[src/rtl/fpaccum.sv]
// fpaccum: sums k fixed-point products, shifts by avg_shift, wraps or clamps (FPACCUM_SATURATE_EN) to n bits
module fpaccum #(
  parameter int n = 32,
  parameter int d = 16,
  parameter int k = 4,
  parameter int sign = 1,
  parameter int avg_shift = 0
) (
  input  logic         clk,
  input  logic         reset,
  input  logic         snd_val,
  output logic         snd_rdy,
  input  logic [n-1:0] a,
  output logic         rcv_val,
  input  logic         rcv_rdy,
  output logic [n-1:0] c
);
  localparam int g = $clog2(k + 1);
  localparam int w = n + g;
  typedef enum logic {ACCUM, DONE} state_t;
  state_t state;
  logic [w-1:0] acc, ext_a, sum, sh;
  logic [g-1:0] count;
  logic [n-1:0] res;
  if (k < 1 || avg_shift < 0 || avg_shift > g || d < 0 || d > n) begin : g_bad_cfg
    $error("fpaccum: invalid parameters");
  end
  assign ext_a = sign != 0 ? {{g{a[n-1]}}, a} : {{g{1'b0}}, a};
  assign sum = acc + ext_a;
  assign sh = sign != 0 ? w'($signed(sum) >>> avg_shift) : sum >> avg_shift;
`ifdef FPACCUM_SATURATE_EN
  logic ovf;
  assign ovf = sign != 0 ? (sh[w-1:n-1] != {(g+1){sh[w-1]}}) : (sh[w-1:n] != '0);
  assign res = !ovf ? sh[n-1:0] : sign != 0 ? {sh[w-1], {(n-1){~sh[w-1]}}} : '1;
`else
  assign res = sh[n-1:0];
`endif
  always_ff @(posedge clk)
    if (!reset) begin
      state <= ACCUM;
      snd_rdy <= 1'b1;
      rcv_val <= 1'b0;
      c <= '0;
      acc <= '0;
      count <= '0;
    end else if (state == ACCUM) begin
      if (snd_val && snd_rdy) begin
        if (count == g'(k - 1)) begin
          c <= res;
          rcv_val <= 1'b1;
          snd_rdy <= 1'b0;
          state <= DONE;
        end else begin
          acc <= sum;
          count <= count + g'(1);
        end
      end
    end else if (rcv_val && rcv_rdy) begin
      rcv_val <= 1'b0;
      snd_rdy <= 1'b1;
      acc <= '0;
      count <= '0;
      state <= ACCUM;
    end
endmodule

[config.mk]
export PLATFORM = sky130hd
export DESIGN_NAME = fpaccum
export DESIGN_NICKNAME = d
export VERILOG_FILES = /design/src/rtl/fpaccum.sv
export SDC_FILE = /design/constraint.sdc
export NUM_CORES = 1
export LEC_CHECK = 0
export CORE_AREA = 2 2 90 92
export DETAILED_ROUTE_END_ITERATION = 16
export DIE_AREA = 0 0 92 94
export DONT_BUFFER_PORTS = 1
export MAX_ROUTING_LAYER = met4
export PLACE_DENSITY = 0.71
export RECOVER_POWER = 100
export SLEW_MARGIN = 20
export SYNTH_ARGS = -nofsm -noshare
export SYNTH_HDL_FRONTEND = slang
export SYNTH_SLANG_ARGS = --single-unit
export TNS_END_PERCENT = 20
[constraint.sdc]
create_clock -name clk -period 2.85 [get_ports clk]
set_input_delay 0.285 -clock clk [delete_from_list [all_inputs] [get_ports clk]]
set_output_delay 0.285 -clock clk [all_outputs]
set_load 0.005 [all_outputs]
Word level (Yosys, flattened, before mapping):

Cells that the tools add are included.

* input port bits: 36
* register bits after elaboration: 73
* output and inout port bits: 34
* word-level logic and storage cells: 39

* eq/ne operators: 3
* add/sub/neg operators: 2
* mux-type cells: 20
* bitwise operators: 1
* reductions and logical operators: 7

Operators by type and width (number)
* $mux W35: 4
* $add A35 B35 Y35: 1
* $mux W1: 12
* $mux W3: 4
* $reduce_and A3 Y1: 3
* $reduce_bool A2 Y1: 2
* $add A3 B1 Y3 const B: 1
* $eq A3 B2 Y1 const B: 1
* $logic_and A1 B1 Y1: 2
* $ne A2 B1 Y1 const B: 1
* $ne A2 B2 Y1 const B: 1
* $not A1 Y1: 1

Depth between registers and ports, before layout:

* word-level depth: 4
* mapped depth: 11
* depth with buffers taken out: 11

Worst setup path before layout:

OpenSTA, ideal clock, no wires.

* kind: input-to-reg
* from: input port a[0]
* to: register acc[30]
* slack: -20 ps
* arrival: 2748 ps
* library setup time: 122 ps
* buffers on the path: 0
* stages on the path: 11
* required time: 2728 ps
* cells stage by stage: ha_1 > fa_1 > a21o_1 > a221oi_2 > nor2_2 > nor4b_2 > o41ai_2 > a221oi_4 > o211a_4 > nor4_1 > a311o_1

* word-level cells in the longest chain between the ends: 4

RTL lines
* start: declaration: RTL line 13 `input logic [n-1:0] a,`
* $add A35 B35 Y35: RTL line 29 `assign sum = acc + ext_a;`
* $mux W35: RTL line 48 `if (count == g'(k - 1)) begin`
* $mux W35: RTL line 47 `if (snd_val && snd_rdy) begin`
* $mux W35: RTL line 46 `end else if (state == ACCUM) begin`
* end signal: assignment: RTL line 54 `acc <= sum;`
* end: declaration: RTL line 22 `logic [w-1:0] acc, ext_a, sum, sh;`

No other way between the ends. The select of a mux whose other input is x is not followed.
A chain may end at the register's enable or synchronous reset.

Worst setup path in the final report:

* from: register acc[0]
* to: register acc[28]

* word-level cells in the longest chain between the ends: 4

RTL lines (RTL line)
* $add A35 B35 Y35: 29
* $mux W35: 48
* $mux W35: 47
* $mux W35: 46

No other way between the ends. The select of a mux whose other input is x is not followed.

==> metrics.md <==
| Metric | Value |
|---|---|
| Row count | `32` |
| Number of global-route vias before repair | `between 3,000 and 4,000` |
| Req. time, crit path | `3.07 ns` |
| Avg WL per Cell | `between 15 and 20 um` |
| Grt ovf | `0` |
| RSZ-0062 raised after global routing | `true` |
| Status | `complete, but fails checks` |
| DP Wirelength | `7870 um` |
| Yosys reg bits | `70` |
| Worst reg2reg startpoint | `acc[0]` |
| Die X-Extent | `92 um` |
| CP bufs+invs | `1` |
| DRT Pass-1 Iters | `5` |
| Final setup viols | `3` |
| Final setup margin | `-0.0353 ns` |
| DRT antenna net count | `0` |
| Max Fanout on Critical Path | `3` |
| R2R Path End | `acc[28]` |
| Buffers on Ports | `0` |
| Area grow syn2layout | `15.2%` |
| Global-route usage over all layers | `26.1%` |
| Top cell type's share of synthesized area | `approximately 33%` |
| Vert. Die Dim | `between 90 and 100 um` |
| Hold WS | `~0.066 ns` |
| Number of CTS-inserted buffers | `9` |
| Starting density of the core | `56.7%` |
| Pre-CTS setup slack | `-0.205 ns` |
| Internal power | `a little over 2 mW` |
| 1st-iter DRT viols | `approximately 190` |
| Sequential fraction of the synthesis area | `roughly 33%` |
| Post-synth top area cell | `dfxtp_1` |
| Pin count of the biggest net entering global routing | `between 50 and 60` |
| Hold Path Class | `in -> reg` |
| Vias per inst | `~6` |
| First-pass GRT wire length | `roughly 18,000 um` |
| VDD IR max | `384 uV` |
| Synth Area in Compound Gates | `roughly 28%` |
| Worst-skew pair later-pin latency | `~0.35 ns` |
| Nets | `between 600 and 700` |
| Syn_area_per_cell | `between 8 and 9 um^2` |
| Slew HR | `between 40% and 50%` |
| Comb pwr share | `37.0%` |
| Psw | `between 1 and 1.5 mW` |
| Ant diodes | `0` |
| Clock power share | `27.5%` |
| Slowest CP cell | `a221oi_4` |
| Core area | `around 7600 um^2` |
| Final WL | `~11,000 um` |
| Worst Setup Path Type | `reg -> reg` |
| Crit path DAT | `slightly above 3 ns` |
| Most frequent cell after synthesis | `nand2_1` |
| CP Cell Sequence | `ha_4 > fa_2 > a21o_1 > a221oi_4 > buf_4 > o21ai_2 > a31o_4 > a41oi_4 > o21ai_2 > a221oi_4 > xor2_1 > o21ai_1` |
| Cells after Synth | `523` |
| WHS Path Cells | `1` |
| Max_cap viols | `0` |
| Crit path launch type | `register` |
| I/O Pins | `70` |
| Root buf cell | `clkbuf_8` |
| Sequential power share | `about 36%` |
| H-Tree Depth | `3` |
| Setup Skew | `0.0126 ns` |
| Worst setup EP type | `register` |
| Tmin final | `around 2.9 ns` |
| Ys flop type | `dfxtp_1` |
| Largest family of logic cells by synthesized area | `compound AO/OA/AOI/OAI gates` |
| Initial antenna violation count | `0` |
| Slew Limit Fails | `0` |
| Synthesized cell area | `between 4000 and 5000 um^2` |
| Synth warn | `0` |
| Worst-path clk slew | `0.08 ns` |
| Violated checks | `negative setup slack` |
| TritonCTS clock tree | `built` |
| Worst reg2reg path depth | `12` |
| Syn_nets | `593` |
| Layout cell share with drive strength beyond 1 | `roughly 16%` |
| Hold Vio Cnt, Final | `0` |
| Drc violations | `0` |
| Hold Startpoint | `reset` |
| Critical Path Max Stage Delay | `0.35 ns` |
| Synth area leaders | `dfxtp_1 33%, ha_1 9.6%, nand2_1 7.9%` |
| Post-synthesis xor/xnor area fraction | `roughly 5.7%` |
| Achievable Freq | `between 300 and 400 MHz` |
| Hold Path Sink | `count[2]` |
| EDFF count, synth | `0` |
| Unique masters post-synth | `63` |
| LEAKAGE | `~2.1 nW` |
| Placer Congestion | `0.959` |
| Switch share | `approximately a third` |
| Clock Path Buffers | `2` |
| Mux cell area share after synthesis | `0%` |
| Most frequent cells after synthesis | `91 x nand2_1, 70 x dfxtp_1, 35 x o21ai_0` |
| Vias | `3,888` |
| Post-Synth Simple-Gate Area | `19.9%` |
| Die ar. | `approximately 8600 um^2` |
| Crit-path leading delay family | `compound AO/OA/AOI/OAI gates` |
| Async set-or-reset flop fraction in the synthesized netlist | `0%` |
| Worst-Margin Slew | `approximately 0.78 ns` |
| TritonCTS Sinks | `70` |
| Fillers | `around 670` |
| Post-Synth Adder-Cell Area | `approximately 10%` |
| Pwr dens | `633 nW/um^2` |
| Reg2Reg Setup Slack | `-0.04 ns` |
| Part of the cycle the worst path needs | `101%` |
==> repair_timing <==
| action | CTS | global route |
|---|---|---|
| hold buffers | 1 | 0 |
| gates resized for setup | 10 | 15 |
| pin swaps | 14 | 10 |
| hold endpoints to repair | 1 | 0 |
| setup endpoints to repair | 9 | 20 |
| buffers inserted | 4 | 2 |
==> logic make-up after synthesis <==
| logic type | after synthesis |
|---|---|
| simple gates | 183 |
| buf+inv | 40 |
| xor+xnor | 28 |
| compound gates | 168 |
| fa+ha+maj | 34 |
| flops | 70 |
==> cells in the final DEF (no fill, tap or decap), drive strengths merged, types with 2 or more instances in the layout <==
cell / count
nand2: 91
dfxtp: 70
buf: 38
o21ai: 38
ha: 33
a21boi: 31
a21oi: 31
nand3: 27
xnor2: 17
and2: 17
nor2: 16
a21o: 14
clkbuf: 13
a22o: 11
xor2: 11
inv: 9
nand4: 7
nor3: 6
a31oi: 5
and3: 4
o21bai: 4
o211a: 4
a221oi: 3
a211oi: 3
nand2b: 3
o31ai: 3
o211ai: 3
nand3b: 3
o41ai: 3
o221ai: 2
nor4: 2
clkinvlp: 2
a31o: 2
or4: 2
==> stage by stage <==
stage	power (mW)	cells	area (um^2)	util, %	setup TNS (ns)
3_5_place_dp	2.18	627	4550	59.8	-0.611
6_report	3.14	650	4960	65.2	-0.0610
4_1_cts	3.09	648	4860	63.8	-0.146
3_3_place_gp	2.16	627	4550	59.8	-0.134
2_1_floorplan	1.92	523	4320	-	0
5_1_grt	3.32	650	4960	65.2	-0.930
==> registers in the layout (all words and copies together) (netlist names) <==
name and flops:
acc 32, c 32, count 3, rcv_val 1, snd_rdy 1, state 1
==> power groups by stage <==
| stage | Clock [mW] | Combinational (mW) | Sequential, mW |
|---|---|---|---|
| 2_1_floorplan | 0 | 0.799 | 1.12 |
| 3_3_place_gp | 0 | 1.03 | 1.13 |
| 3_5_place_dp | 0 | 1.05 | 1.13 |
| 4_1_cts | 0.883 | 1.10 | 1.11 |
| 5_1_grt | 0.918 | 1.28 | 1.12 |
| 6_report | 0.864 | 1.16 | 1.11 |
==> worst max-delay path by stage <==
stage | start | to | slack, ns | cells past startpoint
after floorplan | a[0] | acc[30] | 0.008 | 11
after global placement | a[0] | acc[30] | -0.1 | 11
after detailed placement | acc[0] | acc[30] | -0.20 | 11
after CTS | acc[0] | acc[28] | -0.06 | 12
after global routing | acc[0] | acc[28] | -0.15 | 12
final | acc[0] | acc[28] | -0.04 | 12
==> routing by layer <==
| metal | wire length, um | up-vias | GRT usage, % |
|---|---|---|---|
| li1 | - | 1919 | - |
| met3 | 571 | 29 | 5.94 |
| met2 | 5200 | 110 | 45.3 |
| met4 | 254 | 0 | 7.96 |
| met5 | 0 | - | - |
| met1 | 4700 | 1830 | 30.1 |
==> area by class of cell <==
cell class / count / area (um^2) / share of cell area [%]
inverter: 9 / 33.8 / 0.681
tap: 102 / 128 / 2.57
clock inverter: 4 / 53.8 / 1.08
clock buffer: 12 / 165 / 3.33
timing repair buffer: 40 / 299 / 6.02
multi-input combinational: 413 / 2880 / 58.1
sequential: 70 / 1400 / 28.3
(Power assumes the default switching activity.)
